$ cat src/rtl/led_pkg.sv
// Shared definitions for the LED front-end blocks: phase state encoding and
// millisecond-to-cycle conversion used by the blink encoder and the debouncer.
package led_pkg;

    typedef enum logic [1:0] {
        IDLE = 2'd0,
        ON   = 2'd1,
        OFF  = 2'd2,
        GAP  = 2'd3
    } led_state_t;

    function automatic int ms_to_cyc(input int clk_hz, input int ms);
        return clk_hz / 1000 * ms;
    endfunction

    function automatic int max3(input int a, input int b, input int c);
        int m;
        m = (a > b) ? a : b;
        return (m > c) ? m : c;
    endfunction

endpackage

$ cat src/rtl/phase_timer.sv
// Loadable down-counter; expired is high while the count sits at zero.
module phase_timer #(
    parameter int WIDTH = 8
) (
    input  logic             real_clk,
    input  logic             rst,
    input  logic             load,
    input  logic [WIDTH-1:0] value,
    output logic             expired
);

    logic [WIDTH-1:0] count;

    // Load wins over counting; the count parks at zero until the next load.
    always_ff @(posedge real_clk or posedge rst) begin
        if (rst) begin
            count <= '0;
        end else if (load) begin
            count <= value;
        end else if (count != '0) begin
            count <= count - WIDTH'(1);
        end
    end

    assign expired = (count == '0);

endmodule

$ cat src/rtl/led_blink_encoder.sv
// Replays a latched count as a train of LED blinks followed by a trailing gap,
// then pulses done. One shared phase timer is reloaded on every phase entry.
module led_blink_encoder
    import led_pkg::*;
#(
    parameter int CLK_HZ = 12_000_000,
    parameter int ON_MS  = 200,
    parameter int OFF_MS = 200,
    parameter int GAP_MS = 1000,
    parameter int WIDTH  = 4
) (
    input  logic             real_clk,
    input  logic             rst,
    input  logic             start,
    input  logic [WIDTH-1:0] value,
    output logic             busy,
    output logic             done,
    output logic             blink_out,
    output logic [WIDTH-1:0] remaining
);

    localparam int ON_CYC  = ms_to_cyc(CLK_HZ, ON_MS);
    localparam int OFF_CYC = ms_to_cyc(CLK_HZ, OFF_MS);
    localparam int GAP_CYC = ms_to_cyc(CLK_HZ, GAP_MS);
    localparam int MAX_CYC = max3(ON_CYC, OFF_CYC, GAP_CYC);
    localparam int TW      = (MAX_CYC > 1) ? $clog2(MAX_CYC) : 1;

    localparam logic [TW-1:0] ON_LOAD  = TW'(ON_CYC - 1);
    localparam logic [TW-1:0] OFF_LOAD = TW'(OFF_CYC - 1);
    localparam logic [TW-1:0] GAP_LOAD = TW'(GAP_CYC - 1);

    if (ON_CYC < 1 || OFF_CYC < 1 || GAP_CYC < 1) begin : g_bad_timing
        $error("led_blink_encoder: every phase must last at least one cycle");
    end

    led_state_t    state;
    logic          timer_load;
    logic [TW-1:0] timer_value;
    logic          timer_expired;

    phase_timer #(
        .WIDTH(TW)
    ) u_timer (
        .real_clk(real_clk),
        .rst     (rst),
        .load    (timer_load),
        .value   (timer_value),
        .expired (timer_expired)
    );

    // The timer is reloaded on exactly the edges where the FSM changes phase.
    always_comb begin
        timer_load  = 1'b0;
        timer_value = '0;
        case (state)
            IDLE: begin
                if (start) begin
                    timer_load  = 1'b1;
                    timer_value = (value != '0) ? ON_LOAD : GAP_LOAD;
                end
            end
            ON: begin
                if (timer_expired) begin
                    timer_load  = 1'b1;
                    timer_value = (remaining > WIDTH'(1)) ? OFF_LOAD : GAP_LOAD;
                end
            end
            OFF: begin
                if (timer_expired) begin
                    timer_load  = 1'b1;
                    timer_value = ON_LOAD;
                end
            end
            default: begin
                timer_load  = 1'b0;
                timer_value = '0;
            end
        endcase
    end

    always_ff @(posedge real_clk or posedge rst) begin
        if (rst) begin
            state     <= IDLE;
            busy      <= 1'b0;
            done      <= 1'b0;
            blink_out <= 1'b0;
            remaining <= '0;
        end else begin
            done <= 1'b0;
            case (state)
                IDLE: begin
                    if (start) begin
                        busy <= 1'b1;
                        if (value != '0) begin
                            state     <= ON;
                            remaining <= value;
                            blink_out <= 1'b1;
                        end else begin
                            state <= GAP;
                        end
                    end
                end
                ON: begin
                    if (timer_expired) begin
                        blink_out <= 1'b0;
                        if (remaining != '0) begin
                            remaining <= remaining - WIDTH'(1);
                        end
                        state <= (remaining > WIDTH'(1)) ? OFF : GAP;
                    end
                end
                OFF: begin
                    if (timer_expired) begin
                        state     <= ON;
                        blink_out <= 1'b1;
                    end
                end
                GAP: begin
                    if (timer_expired) begin
                        state <= IDLE;
                        busy  <= 1'b0;
                        done  <= 1'b1;
                    end
                end
                default: state <= IDLE;
            endcase
        end
    end

endmodule
$ cat config.mk
export PLATFORM = sky130hd
export DESIGN_NAME = led_blink_encoder
export DESIGN_NICKNAME = d
export VERILOG_FILES = /design/src/rtl/led_pkg.sv /design/src/rtl/phase_timer.sv /design/src/rtl/led_blink_encoder.sv
export SDC_FILE = /design/constraint.sdc
export NUM_CORES = 1
export LEC_CHECK = 0
export BUFFER_PORTS_ARGS = -buffer_cell sky130_fd_sc_hd__buf_2
export CAP_MARGIN = 20
export CORE_MARGIN = 4
export CORE_UTILIZATION = 45
export CTS_CLUSTER_DIAMETER = 60
export CTS_CLUSTER_SIZE = 30
export DETAILED_ROUTE_END_ITERATION = 16
export GPL_ROUTABILITY_DRIVEN = 0
export PLACE_DENSITY = 0.74
export SYNTH_ARGS = -nofsm -noshare
export SYNTH_HDL_FRONTEND = slang
export SYNTH_SLANG_ARGS = --single-unit
export TNS_END_PERCENT = 10
$ cat constraint.sdc
create_clock -name real_clk -period 3.3 [get_ports real_clk]
set_input_delay 0.66 -clock real_clk [delete_from_list [all_inputs] [get_ports real_clk]]
set_output_delay 0.66 -clock real_clk [all_outputs]
set_load 0.1 [all_outputs]
==> results of run 1 <==
==> flip-flops by register name, indices dropped and copies added, names as in the netlist <==
signal and count:
blink_out 1, busy 1, done 1, remaining 4
state 2, u_timer.count 24
==> through the flow <==
| stage | worst slack, ns | std cells | utilization [%] |
|---|---|---|---|
| after global routing | 0.572 | 325 | 51.3 |
| after CTS | 0.771 | 325 | 51.3 |
| after detailed placement | 0.578 | 317 | 48.8 |
| final | 0.797 | 325 | 51.3 |
| after global placement | 0.722 | 317 | 48.8 |
| after floorplan | 0.921 | 244 | - |
==> final timing paths <==
kind,startpoint,endpoint,slack (ns),depth (start not counted)
max reg2reg,u_timer.count[1],u_timer.count[18],0.80,7
max,u_timer.count[1],u_timer.count[18],0.80,7
max in group asynchronous,rst,u_timer.count[21],2.53,3
min,rst,busy,0.44,3
min in group real_clk,blink_out,blink_out,0.50,2
min reg2reg,blink_out,blink_out,0.50,2
==> critical path, delay by kind of cell (launching register included) <==
| family | cells | cell delay, ns |
|---|---|---|
| and+or+nand+nor | 3 | 1.23 |
| AOI/OAI and AO/OA | 2 | 0.49 |
| DFF | 1 | 0.41 |
| adders and majority gates | 1 | 0.16 |
| buffers and inverters | 1 | 0.11 |
==> power by group through the flow <==
stage / registers [mW] / logic [mW] / clock network, mW
after floorplan: 0.419 / 0.00968 / 0
after global placement: 0.413 / 0.0233 / 0
after detailed placement: 0.413 / 0.0238 / 0
after CTS: 0.405 / 0.0239 / 0.401
after global routing: 0.405 / 0.0259 / 0.418
final: 0.405 / 0.0230 / 0.393
==> final cells by class <==
type                            count  area (µm²)  share of cell area [%]
Inverter                           12        45.0                    1.86
Sequential cell                    33         826                    34.1
Multi-Input combinational cell    188        1260                    51.9
Clock inverter                      3        46.3                    1.91
Tap cell                           67        83.8                    3.46
Clock buffer                        5        68.8                    2.84
Timing Repair Buffer               17        95.1                    3.93
==> logic make-up after synthesis <==
family / after synthesis
adder cells (fa/ha/maj): 9
AO/OA/AOI/OAI: 55
AND/OR/NAND/NOR: 103
flip-flops: 33
XOR/XNOR: 19
buffers and inverters: 23
multiplexers: 2
==> per-layer routing <==
layer / up-vias / part of all wire (%) / track usage, %
li1: 908 / - / -
met1: 868 / 44 / 22.3
met2: 48 / 49 / 28.1
met3: 6 / 5.3 / 4.01
met4: 0 / 1.4 / 5.94
met5: - / 0 / 0
==> cells in the final DEF (no fill, tap or decap), types with 2 or more instances in the layout <==
master    instances
dfrtp_1          33
nor2_1           24
nand2_1          20
a21oi_1          20
xnor2_1          14
buf_2            13
inv_1            12
o21ai_0          10
nor3_1            9
ha_1              9
nand3_1           8
or4_1             5
a31oi_1           5
xor2_1            5
clkbuf_8          5
o22ai_1           4
buf_4             4
nor4b_1           3
nand2b_1          3
nand3b_1          3
nand4_1           3
nor2_4            2
nor4_2            2
nor3_2            2
nor2b_1           2
mux2i_1           2
a22oi_1           2
or4b_1            2
nor3b_1           2
o311ai_0          2
o31ai_1           2
==> results.cfg, run 1 <==
[synth]
synth-xor-area-share_pct = 7.54
yosys-top-cells-area = dfrtp_1 37%, xnor2_1 5.6%, ha_1 5.1%
synthArstFlopShare_pct = 100
syn_nets = 260
yosys_warnings = 0
synthCells = 244
yosys-mux-area-fraction_pct = 0.908
synth-compound-area-share_pct = 15.4
synth_common_cells = 33 x dfrtp_1, 24 x nor2_1, 20 x a21oi_1, 20 x nand2_1, 14 x xnor2_1
synth_edf_count = 0
yosys.area.top_type = dfrtp_1
avgSynthCellArea_um2 = 9.04
synth_top_area_share_pct = 37.4
synth_seq_cells = 33
yosysMostFrequentCell = dfrtp_1
synthAdderAreaFrac_pct = 5.10
synth.distinct_cells = 55
synth_top_family_by_area = simple AND/OR/NAND/NOR gates
ys.flop_type = dfrtp_1
yosys.area_share.simple_pct = 28.0
mappedNetlistArea_um2 = 2210
yosysSeqAreaShare_pct = 37.4

[power]
pwr-share-seq_pct = 49.3
peakVddDrop_mv = 0.240
total_power_mw = 0.821
powerDensity_nw_per_um2 = 339
p_sw_mw = 0.186
clock_power_share_pct = 47.9
p_sw_share_pct = 22.6
cellInternalPower_mw = 0.636
combPwrFrac_pct = 2.8
p_leak_nw = 1.00

[grt]
antenna_found_initial = 0
grt_usage_pct = 17.2
grt_pass1_vias = 1752
grt_pass1_wl_um = 8430
grt_overflow = 0
grt_max_degree = 34

[cells_and_area]
fin_area_um2 = 2420
area_delta_synth_final_pct = 9.81
layout.nets = 273
antenna-diode-count = 0
nFillCells = 440
drive_above_1_share_pct = 15.5

[routing]
firstDrtPassIters = 4
viasPerCell = 5.63
drt_iter0_markers = 101
wire_per_inst_um = 14.8
wl_um = 4810
via_count = 1830
ant_nets = 0
drc = 0

[min_path]
hold_path.class = in -> async

[place]
io_buffers = 13
dp_hpwl_um = 3460
placed_area_um2 = 2310

[setup_path]
slowest_delay_ns = 0.54
start_kind = register
endpoint_kind = register
path_class = reg -> reg
crit_required_ns = 3.51
path_max_fanout = 13
arrival_ns = 2.72
path_cells = inv_1 -> ha_1 -> nor4b_1 -> and4_1 -> and2_1 -> a21oi_2 -> o22ai_1
slowest_stage = and4_1

[sta]
fin_tns_setup_ns = 0
worst_pin_slew_ns = 0.801
timing.hold.ws_ns = 0.443
min_period_ns = 2.50
slew_violations = 0
finalHoldViolCount = 0
fmax_mhz = 400
finalSetupViolCount = 0
final.setup_skew_ns = 0.0132
rsz0062_at_grt = no
fin_crit_sh_pct = 75.8
maxSlewHeadroom_pct = 46.3

[run]
cap_violations = 0

[floorplanning]
fp-row-count = 25
dieArea_um2 = 6090
io_pins = 14
die_w_um = 78.0
coreArea_um2 = 4720
start_util_pct = 46.7
fp.dieH_um = 78.0

[run_status]
status = complete, no violations

[clocking]
cts_tree = done
cts.root.buffer_cell = clkbuf_8
clock_latency_ns = 0.30
cts.sinks = 33
numCtsBuffers = 5
htree_levels = 2
hold_buffers = 0
path_clk_slew_ns = 0.08
post_cts_buffers = 0
cts.repair.resized = 0
clockBufferDepth = 2
(Power assumes the default switching activity.)
==> inputs of run 2 (changes only) <==
--- a/config.mk
+++ b/config.mk
@@ -13,7 +13,7 @@
 export CTS_CLUSTER_SIZE = 30
 export DETAILED_ROUTE_END_ITERATION = 16
 export GPL_ROUTABILITY_DRIVEN = 0
-export PLACE_DENSITY = 0.74
+export PLACE_DENSITY = 0.76
 export SYNTH_ARGS = -nofsm -noshare
 export SYNTH_HDL_FRONTEND = slang
 export SYNTH_SLANG_ARGS = --single-unit
==> constraint.sdc (replaced) <==
create_clock -name real_clk -period 2.2 [get_ports real_clk]
set_input_delay 0.44 -clock real_clk [delete_from_list [all_inputs] [get_ports real_clk]]
set_output_delay 0.44 -clock real_clk [all_outputs]
set_load 0.1 [all_outputs]
==> run 2 against run 1 <==
Compared with the run above: sequential cell count unchanged; utilization up 2.8 points; non-clock buffer count up 15; worst hold slack worse by 0.20 ns; sequential power up 50%; first-iteration DRC count up 48%; die area unchanged.
==> results.cfg, run 2 (synthesis gave the netlist of run 1 again) <==
[setup_path]
endpoint_kind = register
arrival_ns = 2.32
start_kind = register
path_max_fanout = 4
crit_required_ns = 2.38
path_class = reg -> reg

[sta]
maxSlewHeadroom_pct = 67.7
finalSetupViolCount = 0
finalHoldViolCount = 0
fin_crit_sh_pct = 97.2
rsz0062_at_grt = no
fin_tns_setup_ns = 0
worst_pin_slew_ns = 0.488
fmax_mhz = 468
min_period_ns = 2.14
slew_violations = 0
final.setup_skew_ns = 0.0105

[floorplanning]
fp.dieH_um = 78.0
fp-row-count = 25
die_w_um = 78.0
coreArea_um2 = 4720
io_pins = 14
start_util_pct = 46.7
dieArea_um2 = 6090

[grt]
grt_usage_pct = 18.6
grt_pass1_vias = 1896
grt_pass1_wl_um = 9040
grt_overflow = 0
antenna_found_initial = 0
grt_max_degree = 34

[place]
io_buffers = 13
place_inst = 332
dp_hpwl_um = 3760

[cells_and_area]
antenna-diode-count = 0
layout_commonest_cell = dfrtp_1
area_delta_synth_final_pct = 15.7
top_regs = u_timer.count: 24 flops, remaining: 4 flops, state: 2 flops
largest_reg_flops = 24
nFillCells = 440
regMostFlops = u_timer.count
layout.cells.non_filler = 340
drive_above_1_share_pct = 21.6
final_cell_mix = 31 x dfrtp_1, 24 x nor2_1, 20 x nand2_1, 20 x a21oi_1, 18 x buf_4
layout.nets = 288

[clocking]
cts.repair.resized = 0
cts.root.buffer_cell = clkbuf_8
numCtsBuffers = 5
clockBufferDepth = 2
htree_levels = 2
clock_latency_ns = 0.29
cts.sinks = 33
post_cts_buffers = 0
path_clk_slew_ns = 0.07
cts_tree = done
hold_buffers = 0

[run]
cap_violations = 0

[routing]
via_count = 1926
viasPerCell = 5.66
wire_per_inst_um = 15.7
firstDrtPassIters = 4
ant_nets = 0
drc = 0
drt_iter0_markers = 149
wl_um = 5320

[power]
peakVddDrop_mv = 0.261
powerDensity_nw_per_um2 = 439
p_leak_nw = 1.07

[run_status]
status = complete, no violations

[min_path]
hold_path.class = in -> async
-- run 2: cell count changes in the layout (fill, tap and decap cells not counted), sizes merged --
cell      change
clkbuf        +3
clkinv        -1
buf          +15
clkinvlp      -1
bufinv        -1
-- run 2: area by class of cell --
type | count | area, µm² | share of cell area [%]
Clock buffer | 8 | 90.1 | 3.53
Tap cell | 67 | 83.8 | 3.28
Inverter | 12 | 45.0 | 1.76
Multi-Input combinational cell | 188 | 1280 | 50.3
Timing Repair Buffer | 32 | 220 | 8.63
Sequential cell | 33 | 828 | 32.5
-- run 2: final timing paths --
check	start	to	slack [ns]	depth (start not counted)
setup / recovery	u_timer.count[1]	u_timer.count[14]	0.06	7
hold / removal	rst	u_timer.count[22]	0.24	3
setup reg to reg	u_timer.count[1]	u_timer.count[14]	0.06	7
hold reg to reg	blink_out	blink_out	0.50	2
max in group asynchronous	rst	remaining[0]	1.62	3
min in group real_clk	value[2]	remaining[2]	0.48	3
-- run 2: power by group --
group	total [mW]	switching (mW)	internal, mW
combinational	0.0358	0.0275	0.00833
sequential	0.608	0.000497	0.608
clock	0.476	0.221	0.255
total	1.12	0.249	0.871
-- run 2: critical path, cell delays in order (launching register included) --
cell and delay [ns]:
dfrtp_1 0.40, inv_1 0.11, ha_2 0.23, or4b_2 0.66, nor4_2 0.19, a21boi_2 0.23
xnor2_1 0.14, nor2_1 0.06
-- run 2: metrics by stage --
step                      setup WS (ns)  hold WS (ns)  cell area (µm²)  power (mW)  util [%]
final                            0.0623         0.243             2550        1.12      54.0
after global routing            0.00215         0.272             2550        1.16      54.0
after CTS                        0.0392         0.246             2520        1.13      53.5
after detailed placement         0.0478         0.485             2430       0.656      51.5
after global placement           0.0893         0.475             2430       0.655      51.5
after floorplan                   0.148         0.506             2210       0.642         -
-- run 2: routing by layer --
metal | part of all wire [%] | global-route usage [%]
met1 | 45 | 24.9
met2 | 47 | 30.2
met3 | 6.9 | 3.78
met4 | 1.6 | 5.77
met5 | 0 | 0
==> inputs of run 3 (changes only) <==
--- a/config.mk
+++ b/config.mk
@@ -9,10 +9,10 @@
 export CAP_MARGIN = 20
 export CORE_MARGIN = 4
 export CORE_UTILIZATION = 45
-export CTS_CLUSTER_DIAMETER = 60
 export CTS_CLUSTER_SIZE = 30
 export DETAILED_ROUTE_END_ITERATION = 16
 export GPL_ROUTABILITY_DRIVEN = 0
+export GPL_TIMING_DRIVEN = 0
 export PLACE_DENSITY = 0.76
 export SYNTH_ARGS = -nofsm -noshare
 export SYNTH_HDL_FRONTEND = slang
==> run 3 against run 2 <==
Compared with the run above: die area did not move; fmax decreased by 0.67%; utilization up 0.79 points; largest power group unchanged; cell area grew 1.5%; worst setup slack worse by 0.014 ns; non-clock buffer count decreased by 5; clock power grew 2%; global-route usage rose by 0.51 points; register-to-register slack is essentially flat; total power up 1.1%; first-iteration DRC count decreased by 14%.
==> results.cfg, run 3 (synthesis gave the netlist of run 1 again) <==
[sta]
fmax_mhz = 465
timing.hold.ws_ns = 0.271
finalSetupViolCount = 0
fin_crit_sh_pct = 97.8
slew_violations = 0
rsz0062_at_grt = yes
worst_pin_slew_ns = 0.762
min_period_ns = 2.15
final.setup_skew_ns = 0.00746
maxSlewHeadroom_pct = 49.1
finalHoldViolCount = 0

[power]
peakVddDrop_mv = 0.312
total_power_mw = 1.13
p_leak_nw = 1.06
powerDensity_nw_per_um2 = 438

[place]
place_inst = 324
placed_area_um2 = 2380
dp_hpwl_um = 3880
io_buffers = 12

[cells_and_area]
fin_area_um2 = 2590
largest_reg_flops = 24
top_regs = u_timer.count: 24 flops, remaining: 4 flops, state: 2 flops
antenna-diode-count = 0
area_delta_synth_final_pct = 17.4
layout.cells.non_filler = 335
multi_input_area_um2 = 1350
layout_commonest_cell = dfrtp_1
nFillCells = 437
ff_latch_area_um2 = 828
final_cell_mix = 31 x dfrtp_1, 24 x nor2_1, 20 x nand2_1, 20 x a21oi_1, 14 x xnor2_1
regMostFlops = u_timer.count
finalCoreUtilization_pct = 54.8
layout.nets = 283
drive_above_1_share_pct = 19.8

[setup_path]
crit_required_ns = 2.43
path_class = reg -> reg
path_max_fanout = 10
arrival_ns = 2.38
start_kind = register
endpoint_kind = register

[routing]
ant_nets = 0
firstDrtPassIters = 5
via_count = 1984
drt_iter0_markers = 128
wire_per_inst_um = 16.4
drc = 0
wl_um = 5500
viasPerCell = 5.92

[floorplanning]
die_w_um = 78.0
dieArea_um2 = 6090
fp.dieH_um = 78.0
start_util_pct = 46.7
coreArea_um2 = 4720
fp-row-count = 25
io_pins = 14

[clocking]
hold_buffers = 0
clockBufferDepth = 2
numCtsBuffers = 5
htree_levels = 2
path_clk_slew_ns = 0.07
cts.sinks = 33
clock_latency_ns = 0.29
cts.root.buffer_cell = clkbuf_8
cts_tree = done

[grt]
grt_pass1_vias = 1908
grt_usage_pct = 19.1
antenna_found_initial = 0
grt_pass1_wl_um = 9190
grt_overflow = 0
grt_max_degree = 18

[min_path]
hold_path.class = in -> async

[run]
cap_violations = 0

[run_status]
status = complete, no violations
## run 3: changes by cell type in the layout (fill, tap and decap cells not counted), moves of 2 or more
cell	change
nor4b_4	+2
clkbuf_1	+3
buf_6	+5
buf_4	-13
nor4_4	+2
nor4_2	-2
## run 3: path summary, 6_finish.rpt
check                                  from                to  slack, ns  cells after the start
setup / recovery           u_timer.count[5]      remaining[1]       0.05                      6
hold / removal                          rst      remaining[3]       0.27                      2
setup reg to reg           u_timer.count[5]      remaining[1]       0.05                      6
hold reg to reg                   blink_out         blink_out       0.53                      2
max in group asynchronous               rst  u_timer.count[4]       1.38                      3
min in group real_clk              value[2]      remaining[2]       0.47                      3
## run 3: metrics by stage
step	TNS (ns)	worst slack, ns
CTS	0	0.0210
floorplan	0	0.148
finish	0	0.0479
detailed placement	-1.43	-0.153
global route	-0.00426	-0.00426
global placement	-0.793	-0.137
## run 3: what timing repair did
action / CTS / global route
buffers inserted: 0 / 4
endpoints found under the setup margin: 14 / 24
gates resized for setup: 4 / 12
hold endpoints to repair: 0 / 0
pin swaps: 0 / 4
gates cloned: 0 / 0
## run 3: cell type report
| class | count | area share [%] |
|---|---|---|
| plain buffers | 10 | 3.09 |
| flip-flops and latches | 33 | 32.0 |
| well taps | 67 | 3.24 |
| clock buffers | 8 | 3.48 |
| repair buffers | 17 | 4.54 |
| multi-input cells | 188 | 51.9 |
| inverters | 12 | 1.74 |
## run 3: worst max-delay path, stage by stage (launching register included)
cell and delay, ns:
dfrtp_1 0.46, nor4_4 0.47, and4_4 0.32, buf_6 0.16
nand3_4 0.10, or4b_1 0.48, nand3_1 0.10
## run 3: where the power goes
group / total (mW) / internal (mW) / switching (mW)
sequential: 0.608 / 0.608 / 0.000552
clock: 0.485 / 0.255 / 0.230
combinational: 0.0399 / 0.0114 / 0.0284
total: 1.13 / 0.874 / 0.259
## run 3: layer usage
layer,GRT usage (%),vias to the layer above,part of all wire (%)
met5,0,-,0
met4,8.92,0,3.2
met3,3.10,23,5.5
met2,31.6,76,50
met1,24.4,963,42
li1,-,922,-
